--- config.mk ---
export PLATFORM = sky130hd
export DESIGN_NAME = alu_result_stage
export DESIGN_NICKNAME = d
export VERILOG_FILES = /design/src/rtl/alu_pkg.sv /design/src/rtl/alu_res_fifo2.sv /design/src/rtl/alu_result_stage.sv
export SDC_FILE = /design/constraint.sdc
export NUM_CORES = 1
export LEC_CHECK = 0
export CORE_AREA = 3 3 149 180
export DETAILED_ROUTE_END_ITERATION = 12
export DIE_AREA = 0 0 152 183
export PLACE_DENSITY = 0.74
export SLEW_MARGIN = 10
export SYNTH_ARGS = -nofsm -noshare
export SYNTH_HDL_FRONTEND = slang
export SYNTH_SLANG_ARGS = --single-unit
--- constraint.sdc ---
create_clock -name clock -period 2.2 [get_ports clock]
set_clock_uncertainty 0.15 [all_clocks]
set_input_delay 0.33 -clock clock [delete_from_list [all_inputs] [get_ports clock]]
set_output_delay 0.33 -clock clock [all_outputs]
set_load 0.03 [all_outputs]
--- src/rtl/alu_pkg.sv ---
// alu_pkg: shared types and flag helpers for the ALU result stage.
package alu_pkg;
    localparam int ALU_DATA_WIDTH = 32;
    localparam int ALU_FLAG_NEG   = 0;
    localparam int ALU_FLAG_ZERO  = 1;

    typedef struct packed {
        logic [ALU_DATA_WIDTH-1:0] high;
        logic [ALU_DATA_WIDTH-1:0] low;
        logic                      wr_hi;
        logic                      wr_lo;
        logic                      zero;
        logic                      neg;
    } alu_res_entry_t;

    localparam alu_res_entry_t ALU_RES_RESET = '{high: '0, low: '0, wr_hi: 1'b0,
                                                 wr_lo: 1'b0, zero: 1'b1, neg: 1'b0};

    // A 64-bit result is judged as a whole only when the upper half is committed.
    function automatic logic [1:0] alu_flags(input logic [ALU_DATA_WIDTH-1:0] high,
                                             input logic [ALU_DATA_WIDTH-1:0] low,
                                             input logic wr_hi);
        logic [1:0] f;
        f[ALU_FLAG_ZERO] = wr_hi ? (high == '0 && low == '0) : (low == '0);
        f[ALU_FLAG_NEG]  = wr_hi ? high[ALU_DATA_WIDTH-1] : low[ALU_DATA_WIDTH-1];
        return f;
    endfunction
endpackage

--- src/rtl/alu_res_fifo2.sv ---
// alu_res_fifo2: 2-entry pointer/count FIFO of result entries.
// When empty, the head shows the last retired entry.
module alu_res_fifo2
    import alu_pkg::*;
(
    input  logic           i_clk,
    input  logic           i_rst_n,
    input  logic           i_push,
    input  logic           i_pop,
    input  alu_res_entry_t i_data,
    output alu_res_entry_t o_head,
    output logic           o_full,
    output logic           o_empty
);
    alu_res_entry_t r_mem [2];
    alu_res_entry_t r_last;
    logic           r_wr_ptr;
    logic           r_rd_ptr;
    logic [1:0]     r_count;

    always_ff @(posedge i_clk or negedge i_rst_n) begin
        if (!i_rst_n) begin
            r_mem[0] <= ALU_RES_RESET;
            r_mem[1] <= ALU_RES_RESET;
            r_last   <= ALU_RES_RESET;
            r_wr_ptr <= 1'b0;
            r_rd_ptr <= 1'b0;
            r_count  <= 2'd0;
        end else begin
            if (i_push) begin
                r_mem[r_wr_ptr] <= i_data;
                r_wr_ptr        <= ~r_wr_ptr;
            end
            if (i_pop) begin
                r_last   <= r_mem[r_rd_ptr];
                r_rd_ptr <= ~r_rd_ptr;
            end
            r_count <= r_count + {1'b0, i_push} - {1'b0, i_pop};
        end
    end

    assign o_full  = (r_count == 2'd2);
    assign o_empty = (r_count == 2'd0);
    assign o_head  = o_empty ? r_last : r_mem[r_rd_ptr];
endmodule

--- src/rtl/alu_result_stage.sv ---
// alu_result_stage: buffered result stage with HI/LO commit on retirement and zero/neg flags.
// Optional ALU_RESULT_STALL_CNT_EN adds a saturating writeback stall counter (stall_cnt).
module alu_result_stage
    import alu_pkg::*;
#(
    parameter int DATA_WIDTH = ALU_DATA_WIDTH,
    parameter int DEPTH      = 2
) (
    input  logic                  clock,
    input  logic                  reset_n,
    input  logic                  in_valid,
    output logic                  in_ready,
    input  logic [DATA_WIDTH-1:0] in_res_high,
    input  logic [DATA_WIDTH-1:0] in_res_low,
    input  logic                  in_wr_hi,
    input  logic                  in_wr_lo,
    output logic                  out_valid,
    input  logic                  out_ready,
    output logic [DATA_WIDTH-1:0] out_res_low,
    output logic [DATA_WIDTH-1:0] out_res_high,
    output logic                  out_zero,
    output logic                  out_neg,
    output logic [DATA_WIDTH-1:0] hi_q,
`ifdef ALU_RESULT_STALL_CNT_EN
    output logic [DATA_WIDTH-1:0] lo_q,
    output logic [15:0]           stall_cnt
`else
    output logic [DATA_WIDTH-1:0] lo_q
`endif
);
    logic                  w_push;
    logic                  w_pop;
    logic                  w_full;
    logic                  w_empty;
    logic [1:0]            w_flags;
    alu_res_entry_t        w_entry;
    alu_res_entry_t        w_head;
    logic [DATA_WIDTH-1:0] r_hi;
    logic [DATA_WIDTH-1:0] r_lo;

    // Readiness comes only from registered occupancy, never from out_ready.
    assign in_ready  = !w_full;
    assign out_valid = !w_empty;
    assign w_push    = in_valid && in_ready;
    assign w_pop     = out_valid && out_ready;
    assign w_flags   = alu_flags(in_res_high, in_res_low, in_wr_hi);
    assign w_entry   = '{high: in_res_high, low: in_res_low, wr_hi: in_wr_hi, wr_lo: in_wr_lo,
                         zero: w_flags[ALU_FLAG_ZERO], neg: w_flags[ALU_FLAG_NEG]};

    alu_res_fifo2 u_fifo (
        .i_clk   (clock),
        .i_rst_n (reset_n),
        .i_push  (w_push),
        .i_pop   (w_pop),
        .i_data  (w_entry),
        .o_head  (w_head),
        .o_full  (w_full),
        .o_empty (w_empty)
    );

    always_ff @(posedge clock or negedge reset_n) begin
        if (!reset_n) begin
            r_hi <= '0;
            r_lo <= '0;
        end else if (w_pop) begin
            if (w_head.wr_hi) r_hi <= w_head.high;
            if (w_head.wr_lo) r_lo <= w_head.low;
        end
    end

    assign out_res_low  = w_head.low;
    assign out_res_high = w_head.high;
    assign out_zero     = w_head.zero;
    assign out_neg      = w_head.neg;
    assign hi_q         = r_hi;
    assign lo_q         = r_lo;

`ifdef ALU_RESULT_STALL_CNT_EN
    logic [15:0] r_stall_cnt;
    always_ff @(posedge clock or negedge reset_n) begin
        if (!reset_n)
            r_stall_cnt <= '0;
        else if (out_valid && !out_ready && r_stall_cnt != 16'hFFFF)
            r_stall_cnt <= r_stall_cnt + 16'd1;
    end
    assign stall_cnt = r_stall_cnt;
`endif
endmodule

# Yosys cells after proc, flatten, opt, wreduce, memory -nomap -nowiden
# Index checks and enable logic that the tools add are counted.
[totals] reg_bits=272 latchBits=0 ramBits=0 mem_bits_ro=0 input_bits=70 output_inout_bits=132 elab_cells=53 mem_count=0
[op_classes] addsub=2 mul=0 n_div=0 n_lt_le_gt_ge=3 n_eq_ne=1 shifts=0 n_mux=9 bitwise=4 n_reduce_logical=11
[op_table] operator="$mux 68" count=5
[op_table] operator="$bwmux 136" count=1
[op_table] operator="$demux 68 s1" count=1
[op_table] operator="$logic_not 32->1" count=2
[op_table] operator="$ge 2x2->1 const B" count=2
[op_table] operator="$logic_and 1x1->1" count=4
[op_table] operator="$not 1->2" count=2
[op_table] operator="$reduce_and 2->1" count=2
[op_table] operator="$add 2x1->2" count=1
[op_table] operator="$eq 2x2->1 const B" count=1
[op_table] operator="$logic_not 1->1" count=2
[op_table] operator="$logic_not 2->1" count=1
[op_table] operator="$lt 2x1->1 const B" count=1
[op_table] operator="$mux 1" count=2
[op_table] operator="$not 1->1" count=2
[op_table] operator="$sub 2x1->2" count=1

# Logic depth before layout (Yosys ltp)
# Gate-level depths: netlist of the first run.
[logic_depth] depth_word=6 depth_mapped=12 ltp_nobuf=8

# Cells and area by module
# From an unflattened synthesis of the first run, not the netlist that was laid out.
[unflattened] hier_cells=922 area_unflattened_um2=12032.8
[modules_own_cells] module="alu_res_fifo2" instances=1 cells_each=759 area_each_um2=9192.6 seq_area_each_um2=5208.7
[modules_own_cells] module="alu_result_stage" instances=1 cells_each=163 area_each_um2=2840.2 seq_area_each_um2=1601.5

# Worst setup path after synthesis of the first run
# No wires, ideal clock.
[synth_path] path_kind="register -> register" from="register u_fifo.r_count[1]" to="register u_fifo.r_count[1]" setup_ns=0.123 arrival_ns=2.012 required_ns=1.927 setup_slack_ns=-0.084 stages_incl_launch_ff=13 path_buffers=4 period_less_slack_ns=2.284 cell_sequence="dfrtp_1 or2_1 buf_6 nand2_4 buf_12 buf_4 buf_2 inv_1 ha_1 inv_1 ha_1 xnor2_1 xnor2_1"
[synth_between] word_cells_on_any_way=8 cone_classes="2 x add/sub; 1 x eq/ne; 5 x reduce/logical"
[synth_lines] item="start, declared" line="alu_res_fifo2.sv:19" rtl="logic [1:0] r_count;"
[synth_lines] item="start signal, assigned" line="alu_res_fifo2.sv:38" rtl="r_count <= r_count + {1'b0, i_push} - {1'b0, i_pop};"
[synth_lines] item="$logic_not 2->1" line="alu_res_fifo2.sv:43" rtl="assign o_empty = (r_count == 2'd0);"
[synth_lines] item="$logic_not 1->1" line="alu_result_stage.sv:43" rtl="assign out_valid = !w_empty;"
[synth_lines] item="$logic_and 1x1->1" line="alu_result_stage.sv:45" rtl="assign w_pop = out_valid && out_ready;"
[synth_lines] item="named net u_fifo.i_pop" line="alu_res_fifo2.sv:9" rtl="input logic i_pop,"
[synth_lines] item="$sub 2x1->2" line="alu_res_fifo2.sv:38"
# The timed path passes the listed nets, and every way through them passes these cells.
# A chain may end at the register's enable or synchronous reset.

# Worst setup path after layout of the first run
[layout_path] from="register u_fifo.r_count[1]" to="output port out_res_low[18]"
[layout_between] elab_chain_cells=2
[layout_rtl] item="$logic_not 2->1" line="alu_res_fifo2.sv:43"
[layout_rtl] item="$mux 68" line="alu_res_fifo2.sv:44" rtl="assign o_head = o_empty ? r_last : r_mem[r_rd_ptr];"
[layout_rtl] item="end, declared" line="alu_result_stage.sv:19" rtl="output logic [DATA_WIDTH-1:0] out_res_low,"
# Every way passes these cells.

==> impl_metrics.toml, run 1 <==
[grt]
grt_pass1_vias = 8900
grt_util_met1_pct = 28.0
grt_max_degree = 72
grtUsageTotal_pct = 21.0
grt_pass1_wl_mm = 47.9
grtUsageMet3_pct = 2.36
use_met2_pct = 36.5
antenna_found_initial = 0
overflow = 0
busiest_layer = "met2"

[detailed_routing]
drt_iter0_drc = 376
wire_per_inst_um = 18.6
routed_via_density = 5.24
routed_wl_mm = 30.3
drtAntennaViolNets = 0
first_pass_iters = 4
vias = 8566
drc = 0

[floorplan]
start_util_pct = 46.4
rows = 64
core_region_area_mm2 = 0.0253
die_h_um = 183
die_w_um = 152
dieArea_mm2 = 0.0278
pin_count = 202

[worst_setup_path]
cp_slowest_cell = "dfrtp_1"
required_ps = 1720
worst-path-max-fanout = 8
cp_slowest_stage_delay_ps = 380
end_kind = "output port"
worst_ep_arrival_time_ps = 1950
path_cells = "or2_4, buf_12, clkbuf_16, a21oi_4, buf_6"
crit_type = "register to output port"
start_kind = "register"

[yosys]
yosysWarnings = 0
synth_compound_area_share_pct = 5.90
ys_types = 31
synth_ff_type = "dfrtp_1"
synth_area_leaders = "dfrtp_1, nand2_1, mux2_4"
synth_edf_count = 0
syn_nets = 1117
synth.most_common_cell = "nand2_1"
synth_top_area_share_pct = 56.9
synthCells = 1045
async_flop_share_pct = 100
synth-xor-area-share_pct = 0.224
synthMuxAreaShare_pct = 20.2
synthTopCellsByCount = "nand2_1, dfrtp_1, mux2i_1, a21oi_1, nor2_1"
seq_area_frac_synth_pct = 57.6
synth-adder-area-share_pct = 0.213
synth-seq-cells = 270
synth-simple-area-share_pct = 12.6
netlist_area_mm2 = 0.0117
yosysTopAreaCell = "dfrtp_1"
synth_top_family_by_area = "multiplexers"
syn_avg_cell_area_um2 = 11.2

[layout]
drive_gt1_share_pct = 32.4
fin_util_pct = 65.0
area_growth_pct = 40.0
multiInputGateArea_mm2 = 0.00534
fill_cells = 1896
diodes = 0
final_cell_area_mm2 = 0.0164
ff_latch_area_mm2 = 0.00676
fin_nets = 1354

[cts]
clkSinkCount = 270
clk_latency_ps = 530
cts_root_buf = "clkbuf_16"
clk_path_buf_depth = 3
cts_tree = "built"
path_clk_slew_ps = 60
htreeDepth = 1
cts-buffers-inserted = 28

[place]
place_congestion = 0.809
preCtsSetupSlack_ps = -59.3
place_area_mm2 = 0.0143
io_buffers = 201
dp_hpwl_mm = 18.9

[outcome]
status = "complete, but fails checks"
violations = "negative setup slack"

[sta]
setup_viol = 66
fmax_ghz = 0.412
hold_viol_final = 0
slew_violations = 0
rsz0062_at_grt = "yes"
period_share_pct = 110
worst_slack_ps = -228
timing.slew.headroom_pct = 65.5
post-route-min-period_ps = 2430
tightest_slew_ps = 517

[run]
cap_violations = 0

[worst_hold_path]
holdCritPathClass = "input pin to asynchronous set/reset pin"
worst max-delay path: cells and delay by family (launching register included):
family          cells  cell delay (ps)
compound gates      1              180
flops               1              380
simple gates        1              320
buf+inv             3              520
sequential cells by signal, indices dropped and copies added, names as in the netlist:
name / count
u_fifo.r_count: 2
u_fifo.r_mem: 136
u_fifo.r_last: 66
u_fifo.r_wr_ptr: 1
hi_q: 32
lo_q: 32
u_fifo.r_rd_ptr: 1
layout make-up:
type,count,share of cell area (%)
timing repair buffer,273,17.6
clock inverter,16,1.43
sequential,270,41.1
multi-input combinational,707,32.5
inverter,2,0.0457
tap,330,2.51
clock buffer,36,4.76
per-layer routing:
metal  vias up  wire length [um]
li1       4002                 -
met1      4278             12800
met2       225             15400
met3        61              1210
met4         0               865
met5         -                 0
cells in the final DEF (no fill, tap or decap), drive strengths merged:
master / Yosys / final
nand2: 272 / 272
dfrtp: 267 / 267
buf: 43 / 138
clkdlybuf4s50: 0 / 132
mux2: 130 / 130
mux2i: 69 / 69
o21ai: 68 / 68
nor2: 68 / 68
a21oi: 66 / 66
clkbuf: 23 / 37
nor4: 16 / 16
clkinv: 0 / 8
bufinv: 0 / 6
nand4: 4 / 4
xnor2: 3 / 3
dfstp: 3 / 3
inv: 2 / 2
o31ai: 2 / 2
ha: 2 / 2
clkinvlp: 0 / 2
or2: 2 / 2
nand2b: 1 / 1
nand3: 1 / 1
and3b: 1 / 1
nand3b: 1 / 1
o21a: 1 / 1
dlygate4sd3: 0 / 1
clkdlybuf4s15: 0 / 1
metrics by stage:
step	TNS (ps)	hold slack, ps	cells
after floorplan	0	-116	1045
after global placement	-195	137	1559
after detailed placement	-106	136	1559
after CTS	-11770	163	1623
after global routing	-14590	196	1634
final	-10630	165	1634
repair_timing:
item	in CTS	in global routing
hold buffers	1	0
hold endpoints to repair	79	0
gates cloned	3	1
buffers inserted	8	10
setup endpoints to repair	67	68
pin swaps	8	9
gates resized for setup	139	87
kinds of logic after synthesis:
group / count (synthesis)
adder cells (fa/ha/maj): 2
XOR/XNOR: 3
AO/OA/AOI/OAI: 137
multiplexers: 199
AND/OR/NAND/NOR: 366
flip-flops: 270
buffers and inverters: 68
path summary, 6_finish.rpt:
kind | start | endpoint | slack [ps] | cells after the start
hold / removal | reset_n | hi_q[17] | 160 | 2
min in group clock | in_wr_lo | u_fifo.r_mem[70] | 210 | 3
setup / recovery | u_fifo.r_count[1] | out_res_low[18] | -230 | 5
hold reg to reg | u_fifo.r_mem[134] | u_fifo.r_mem[134] | 320 | 2
max in group asynchronous | reset_n | u_fifo.r_mem[21] | 970 | 3
setup reg to reg | u_fifo.r_count[1] | u_fifo.r_count[1] | 80 | 9
Power of run 1 is left out: the tool's default activity adds up to more than one toggle a clock period on the data nets, which glitch-free logic cannot reach.
==> run 2: changes to the inputs <==
--- a/config.mk
+++ b/config.mk
@@ -8,6 +8,7 @@
 export CORE_AREA = 3 3 149 180
 export DETAILED_ROUTE_END_ITERATION = 12
 export DIE_AREA = 0 0 152 183
+export GPL_TIMING_DRIVEN = 0
 export PLACE_DENSITY = 0.74
 export SLEW_MARGIN = 10
 export SYNTH_ARGS = -nofsm -noshare
==> impl_metrics.toml, run 2 (synthesis gave the netlist of run 1 again) <==
[detailed_routing]
drt_iter0_drc = 436
vias = 8666
wire_per_inst_um = 19.2
first_pass_iters = 4
routed_wl_mm = 31.4
drc = 0
routed_via_density = 5.29
drtAntennaViolNets = 0

[cts]
cts_tree = "built"
clkSinkCount = 270
cts-buffers-inserted = 27
cts_root_buf = "clkbuf_16"
clk_path_buf_depth = 3
clk_latency_ps = 520
path_clk_slew_ps = 60
htreeDepth = 1

[floorplan]
rows = 64
die_h_um = 183
pin_count = 202
die_w_um = 152
start_util_pct = 46.4
dieArea_mm2 = 0.0278
core_region_area_mm2 = 0.0253

[worst_setup_path]
path_cells = "or2_1, buf_12, buf_12, buf_6, a21oi_4, buf_6"
end_kind = "output port"
crit_type = "register to output port"
rrSetupSlack_ps = -120
cp_slowest_stage_delay_ps = 390
crit_start = "u_fifo.r_count[1]"
reg2reg_from = "u_fifo.r_count[1]"
reg2regPathDepth = 12
worst-path-max-fanout = 10
cp_slowest_cell = "dfrtp_1"
required_ps = 1720
start_kind = "register"
worst_ep_arrival_time_ps = 2010
r2r_end = "u_fifo.r_count[1]"

[outcome]
status = "complete, but fails checks"
violations = "negative setup slack"

[sta]
tightest_slew_ps = 560
fmax_ghz = 0.402
slew_violations = 0
setup_tns_ps = -16580
timing.slew.headroom_pct = 62.6
rsz0062_at_grt = "yes"
setup_viol = 68
post-route-min-period_ps = 2490
worst_slack_ps = -289
hold_viol_final = 0
period_share_pct = 113

[layout]
largest_register_ffs = 136
fill_cells = 1847
drive_gt1_share_pct = 32.0
fin_nets = 1361
diodes = 0
final_cell_mix = "nand2_1, dfrtp_1, clkdlybuf4s50_1"
final_cells = 1637
reg_top3 = "u_fifo.r_mem (136), u_fifo.r_last (66)"
largest_register = "u_fifo.r_mem"
final_cell_area_mm2 = 0.0167
area_growth_pct = 42.6
layout_commonest_cell = "nand2_1"

[place]
place_congestion = 0.781
dpl.cell_count = 1579
place_area_mm2 = 0.0143
io_buffers = 201
preCtsSetupSlack_ps = -544
dp_hpwl_mm = 20.7

[run]
cap_violations = 0

[grt]
grt_max_degree = 92
grt_pass1_wl_mm = 49.3
grt_pass1_vias = 9148
overflow = 0
antenna_found_initial = 0
grtUsageTotal_pct = 21.7

[worst_hold_path]
holdCritPathClass = "input pin to asynchronous set/reset pin"
-- run 2: worst max-delay path by stage --
stage / to / slack, ps / cells past startpoint
after detailed placement: out_res_high[18] / -540 / 6
after CTS: out_res_low[1] / -320 / 6
final: out_res_high[7] / -290 / 6
after global placement: lo_q[25] / -10870 / 1
after global routing: out_res_high[23] / -360 / 6
after floorplan: u_fifo.r_count[1] / 5 / 12
-- run 2: routing by layer --
layer	routed length (um)	vias to the layer above	global-route usage (%)
met5	0	-	0
met4	823	0	6.33
met3	1120	61	2.53
met2	16100	214	38.4
met1	13400	4364	28.4
li1	-	4027	-
-- run 2: what timing repair did --
action                                  4_1_cts  5_1_grt
endpoints found under the hold margin       123        0
hold buffers                                  1        0
pin swaps                                     2        8
endpoints found under the setup margin       70       74
gates resized for setup                     665      114
buffers inserted                              1        8
cloned                                        0        2
-- run 2: stage by stage --
stage | utilization, % | hold WS [ps]
floorplan | - | -116
global placement | 56.0 | 306
detailed placement | 56.4 | 104
CTS | 64.1 | 136
global route | 66.2 | 179
finish | 66.2 | 147
-- run 2: layout make-up --
type | count | area, um2 | area share, %
buffer | 65 | 611 | 3.65
timing repair buffer | 216 | 2290 | 13.7
tap | 330 | 413 | 2.47
inverter | 2 | 7.51 | 0.0448
multi-input combinational | 707 | 5780 | 34.5
sequential | 270 | 6760 | 40.4
clock inverter | 14 | 170 | 1.02
clock buffer | 33 | 718 | 4.29
-- run 2: worst max-delay path: cells and delay by family (launching register included) --
family,cells,cell delay [ps]
buf+inv,4,640
flops,1,390
compound gates,1,180
simple gates,1,250
Power of run 2 is left out for the same reason.
==> run 3: changes to the inputs <==
--- a/config.mk
+++ b/config.mk
@@ -5,9 +5,10 @@
 export SDC_FILE = /design/constraint.sdc
 export NUM_CORES = 1
 export LEC_CHECK = 0
-export CORE_AREA = 3 3 149 180
+export ABC_AREA = 1
+export CORE_AREA = 3 3 152 183
 export DETAILED_ROUTE_END_ITERATION = 12
-export DIE_AREA = 0 0 152 183
+export DIE_AREA = 0 0 155 186
 export GPL_TIMING_DRIVEN = 0
 export PLACE_DENSITY = 0.74
 export SLEW_MARGIN = 10
==> impl_metrics.toml, run 3 <==
[outcome]
status = "complete, but fails checks"
violations = "negative setup slack"

[grt]
grt_max_degree = 114
antenna_found_initial = 1
grtUsageTotal_pct = 23.3
overflow = 0
grt_pass1_wl_mm = 55.1
grt_pass1_vias = 10700

[layout]
drive_gt1_share_pct = 19.5
final_cells = 2103
largest_register_ffs = 136
reg_top3 = "u_fifo.r_mem (136), u_fifo.r_last (66)"
fin_util_pct = 62.5
area_growth_pct = 34.7
fin_nets = 1817
layout_commonest_cell = "nand2_1"
final_cell_area_mm2 = 0.0164
largest_register = "u_fifo.r_mem"
final_cell_mix = "nand2_1, dfrtp_1, o21ai_1"

[power_and_ir_drop]
swShare_pct = 44.5
power_density_mw_per_mm2 = 1760
netSwitchingPower_w = 0.0128
p_int_w = 0.0160
clockPowerShare_pct = 16.5
power.leakage_nw = 8.23
combPwrFrac_pct = 55.4
power_frac_seq_pct = 28.1
ir_worst_vdd_v = 0.000977

[cts]
cts_tree = "built"
cts_root_buf = "clkbuf_16"
cts-buffers-inserted = 28
clk_latency_ps = 530
clkSinkCount = 270
clk_path_buf_depth = 3
htreeDepth = 1
path_clk_slew_ps = 60

[detailed_routing]
drtAntennaViolNets = 0
vias = 10700
drt_iter0_drc = 672
routed_wl_mm = 34.1
drc = 0
routed_via_density = 5.07
first_pass_iters = 5
wire_per_inst_um = 16.2

[run]
cap_violations = 0

[yosys]
synthCells = 1496
synth.most_common_cell = "nand2_1"
syn_nets = 1568
synth_top_area_share_pct = 54.8
synth_area_leaders = "dfrtp_1, nand2_1, o21ai_1"
yosysTopAreaCell = "dfrtp_1"
synth_edf_count = 0
synthTopCellsByCount = "nand2_1, dfrtp_1, o21ai_1, inv_1, o21ai_0"
yosysWarnings = 0
netlist_area_mm2 = 0.0122
synth_ff_type = "dfrtp_1"
synth-seq-cells = 270
async_flop_share_pct = 100
ys_types = 24
seq_area_frac_synth_pct = 55.4
syn_avg_cell_area_um2 = 8.15

[sta]
hold_viol_final = 0
setup_viol = 67
period_share_pct = 109
rsz0062_at_grt = "yes"
tightest_slew_ps = 589
fmax_ghz = 0.418
timing.slew.headroom_pct = 60.8
slew_violations = 0
setup_tns_ps = -10220
post-route-min-period_ps = 2390
worst_slack_ps = -191

[worst_setup_path]
required_ps = 1720
start_kind = "register"
worst_ep_arrival_time_ps = 1910
end_kind = "output port"
crit_type = "register to output port"
worst-path-max-fanout = 10

[floorplan]
pin_count = 202
core_region_area_mm2 = 0.0263
die_w_um = 155
start_util_pct = 46.4
dieArea_mm2 = 0.0288
die_h_um = 186
rows = 65

[place]
dp_hpwl_mm = 23.1
place_area_mm2 = 0.0147
place_congestion = 0.802
dpl.cell_count = 2034
io_buffers = 201

[worst_hold_path]
holdCritPathClass = "input pin to asynchronous set/reset pin"
[run 3: cell count changes after synthesis, moves of 9 or more]
cell / previous run / this run
a21oi_1: 66 / 0
buf_2: 29 / 19
buf_4: 5 / 14
buf_6: 8 / 31
inv_1: 2 / 135
mux2_1: 38 / 0
mux2_2: 34 / 0
mux2_4: 58 / 0
mux2i_1: 69 / 0
nand2_1: 271 / 680
nor2_1: 66 / 28
nor4_1: 16 / 0
o21ai_1: 8 / 187
o21ai_2: 0 / 20
[run 3: area by class of cell]
class                      instances  area [um2]
fill                            2244        9840
sequential                       270        6760
multi-input combinational       1000        4760
timing repair buffer             221        2300
clock buffer                      43         828
buffer                            81         703
inverter                         143         554
tap                              335         419
clock inverter                     9         101
antenna                            1        2.50
[run 3: what timing repair did]
item / in CTS / in global routing
endpoints found under the hold margin: 51 / 0
gates resized for setup: 507 / 123
setup endpoints to repair: 68 / 67
pin swaps: 3 / 17
hold buffers: 1 / 0
gates cloned: 2 / 1
buffers inserted: 7 / 7
[run 3: through the flow]
step,setup slack (ps),hold WS [ps],power [W]
after CTS,-180,145,0.0278
final,-191,139,0.0289
after floorplan,89.7,-116,0.0170
after global placement,-10900,308,0.0219
after detailed placement,-336,117,0.0222
after global routing,-287,171,0.0308
[run 3: per-layer routing]
metal / track usage [%] / share of wire [%]
met2: 40.5 / 50
met5: 0 / 0
met1: 31.3 / 43
met3: 2.79 / 4.7
met4: 6.18 / 2.6
[run 3: final timing paths]
check / cells past startpoint / from / endpoint / slack (ps)
worst max-delay path: 7 / u_fifo.r_count[0] / out_res_high[20] / -190
min in group clock: 3 / in_res_low[24] / u_fifo.r_mem[96] / 240
worst min register to register: 2 / hi_q[27] / hi_q[27] / 330
max in group asynchronous: 4 / reset_n / u_fifo.r_mem[107] / 330
worst min-delay path: 2 / reset_n / lo_q[6] / 140
worst max register to register: 10 / u_fifo.r_count[0] / u_fifo.r_count[1] / 100
[run 3: cell families (layout without fill, tap and decap cells)]
logic type | Yosys count | count (layout) | share of synthesized area, %
buf+inv | 226 | 497 | 9.60
flops | 270 | 270 | 55.4
other cells | 0 | 1 | 0
compound gates | 268 | 268 | 11.6
xor+xnor | 3 | 3 | 0.215
simple gates | 727 | 727 | 22.9
fa+ha+maj | 2 | 2 | 0.205
[run 3: worst max-delay path, stage by stage, from the launching register on]
cell,delay [ps]
dfrtp_1,390
nor2_2,170
inv_4,120
buf_12,180
buf_4,180
nand2_1,90
o21ai_2,90
buf_6,160
[run 3: power by group through the flow]
stage          registers [W]  clock network [W]  logic [W]
4_1_cts              0.00803            0.00485     0.0149
6_report             0.00812            0.00477     0.0160
5_1_grt              0.00835            0.00506     0.0174
3_3_place_gp         0.00806                  0     0.0139
3_5_place_dp         0.00810                  0     0.0141
2_1_floorplan        0.00875                  0    0.00826
Power figures use the tool's default switching activity.
==> edit, RTL diff (flow settings as in run 2) <==
Add a define of `ALU_RESULT_STALL_CNT_EN`.
--- a/src/rtl/alu_result_stage.sv
+++ b/src/rtl/alu_result_stage.sv
@@ -2,2 +2,4 @@
 // Optional ALU_RESULT_STALL_CNT_EN adds a saturating writeback stall counter (stall_cnt).
+`define ALU_RESULT_STALL_CNT_EN
+
 module alu_result_stage
Behaviour (old outputs only; new: stall_cnt): same outputs for any inputs over 4 cycles, from zero or initial values and one cycle with reset_n low; that may be too few to reach the edited logic, so the function may still have changed.
==> edit against run 2 <==
  * The run still ends with setup timing left
  * Cell area grew 5.2%
  * Sequential cell count grew 16
  * Wire length rose by 6.7%
  * Setup slack worse by 0.029 ns
  * Final cell count rose by 5.8%
  * Synthesized cell count rose by 6.7%
  * Count of clock-buffer cells in the layout down 1
  * Synthesized area grew 6.7%
  * Non-clock buffer count up 20
  * Critical path type unchanged
  * Critical endpoint is now out_res_low[4]
  * Highest routed layer unchanged
Power is left out: the tool's default activity adds up to more than one toggle a clock period on the data nets, which glitch-free logic cannot reach.
==> edit: results (changes against run 2) <==
cts_root_buffer: "clkbuf_16"
cts_resized: 671  # +0.90%
layout-drive-gt1-share: 0.302  # -0.0181
ff2ff_path_depth: 11  # -1
wl_met1_um: 14000  # +4.4%
drt-initial-drc-count: 460  # +5.5%
min_from: "in_res_low[22]"
wirelength_um: 33500  # +6.7%
numCtsBuffers: 29  # +7.4%
violations: "setup timing"
synthTopCellsByCount: "dfrtp_1, nand2_1, nor2_1"
met3_length_um: 1410  # +25%
gp_congestion: 0.801  # +2.5%
rr_endpoint: "u_fifo.r_count[1]"
worst_slack_ns: -0.318  # -0.0292 ns
status: "finished with violations"
use_met1: 0.310  # +0.0265
io_buffer_count: 217  # +8.0%
dr_wl_met2_um: 17300  # +7.7%
netlist_top_cells_area: "dfrtp_1, nand2_1, mux2_4"
synth_seq_area_share: 0.571  # -0.00437
grt_use_total: 0.236  # +0.0187
reg2reg_slack_ns: 0.01  # +0.13 ns
dpl.hpwl_um: 22100  # +7.0%
pre_cts_slack_ns: -0.519  # +0.0245 ns
vias: 9296  # +7.3%
setup.worst_path.end: "out_res_low[4]"
cp.arrival_ns: 2.04  # +0.03 ns
synthCells: 1115  # +6.7%
firstDrtPassIters: 5  # +1
grt_pass1_vias: 10060  # +10%
crit_start: "u_fifo.r_count[0]"
use_met2: 0.420  # +0.0361
layout.nets: 1454  # +6.8%
hold_slack_ns: 0.231  # +0.0832 ns
grt_start_max_net_pins: 108  # +17%
hp-class: "input pin to flip-flop"
setup_viol: 67  # -1.5%
synth_cell_types: 42  # +35%
syn_nets: 1188  # +6.4%
dp.cells: 1664  # +5.4%
grtUsageMet3: 0.0260  # +0.000708
postCtsSetupBuffers: 3  # +2
tightest_slew_ns: 0.671  # +0.111 ns
grt_pass1_wl_um: 53900  # +9.3%
avgViaCountPerCell: 5.37  # +1.4%
==> edit: per-stage QoR <==
step	instance area [um2]	TNS, ns
floorplan	12500	0
global placement	15100	-3345.05
detailed placement	15200	-35.99
CTS	17300	-20.43
global route	17600	-23.12
finish	17600	-19.04
==> edit: kinds of logic (layout without fill, tap and decap cells) <==
group | after synthesis | after routing | share of synthesized area
buffers and inverters | 69 | 356 | 0.0318
adders and majority gates | 3 | 3 | 0.00299
AOI/OAI and AO/OA | 140 | 140 | 0.0569
xor gates and xnor gates | 17 | 17 | 0.0119
and+or+nand+nor | 400 | 400 | 0.135
DFF | 286 | 286 | 0.571
muxes | 200 | 200 | 0.190
==> edit: area by class of cell <==
class	instances	area [um2]
Clock inverter	20	253
Sequential cell	286	7160
Buffer	65	546
Timing Repair Buffer	236	2440
Fill cell	1822	7690
Inverter	3	11.3
Tap cell	330	413
Clock buffer	32	737
Multi-Input combinational cell	760	6050
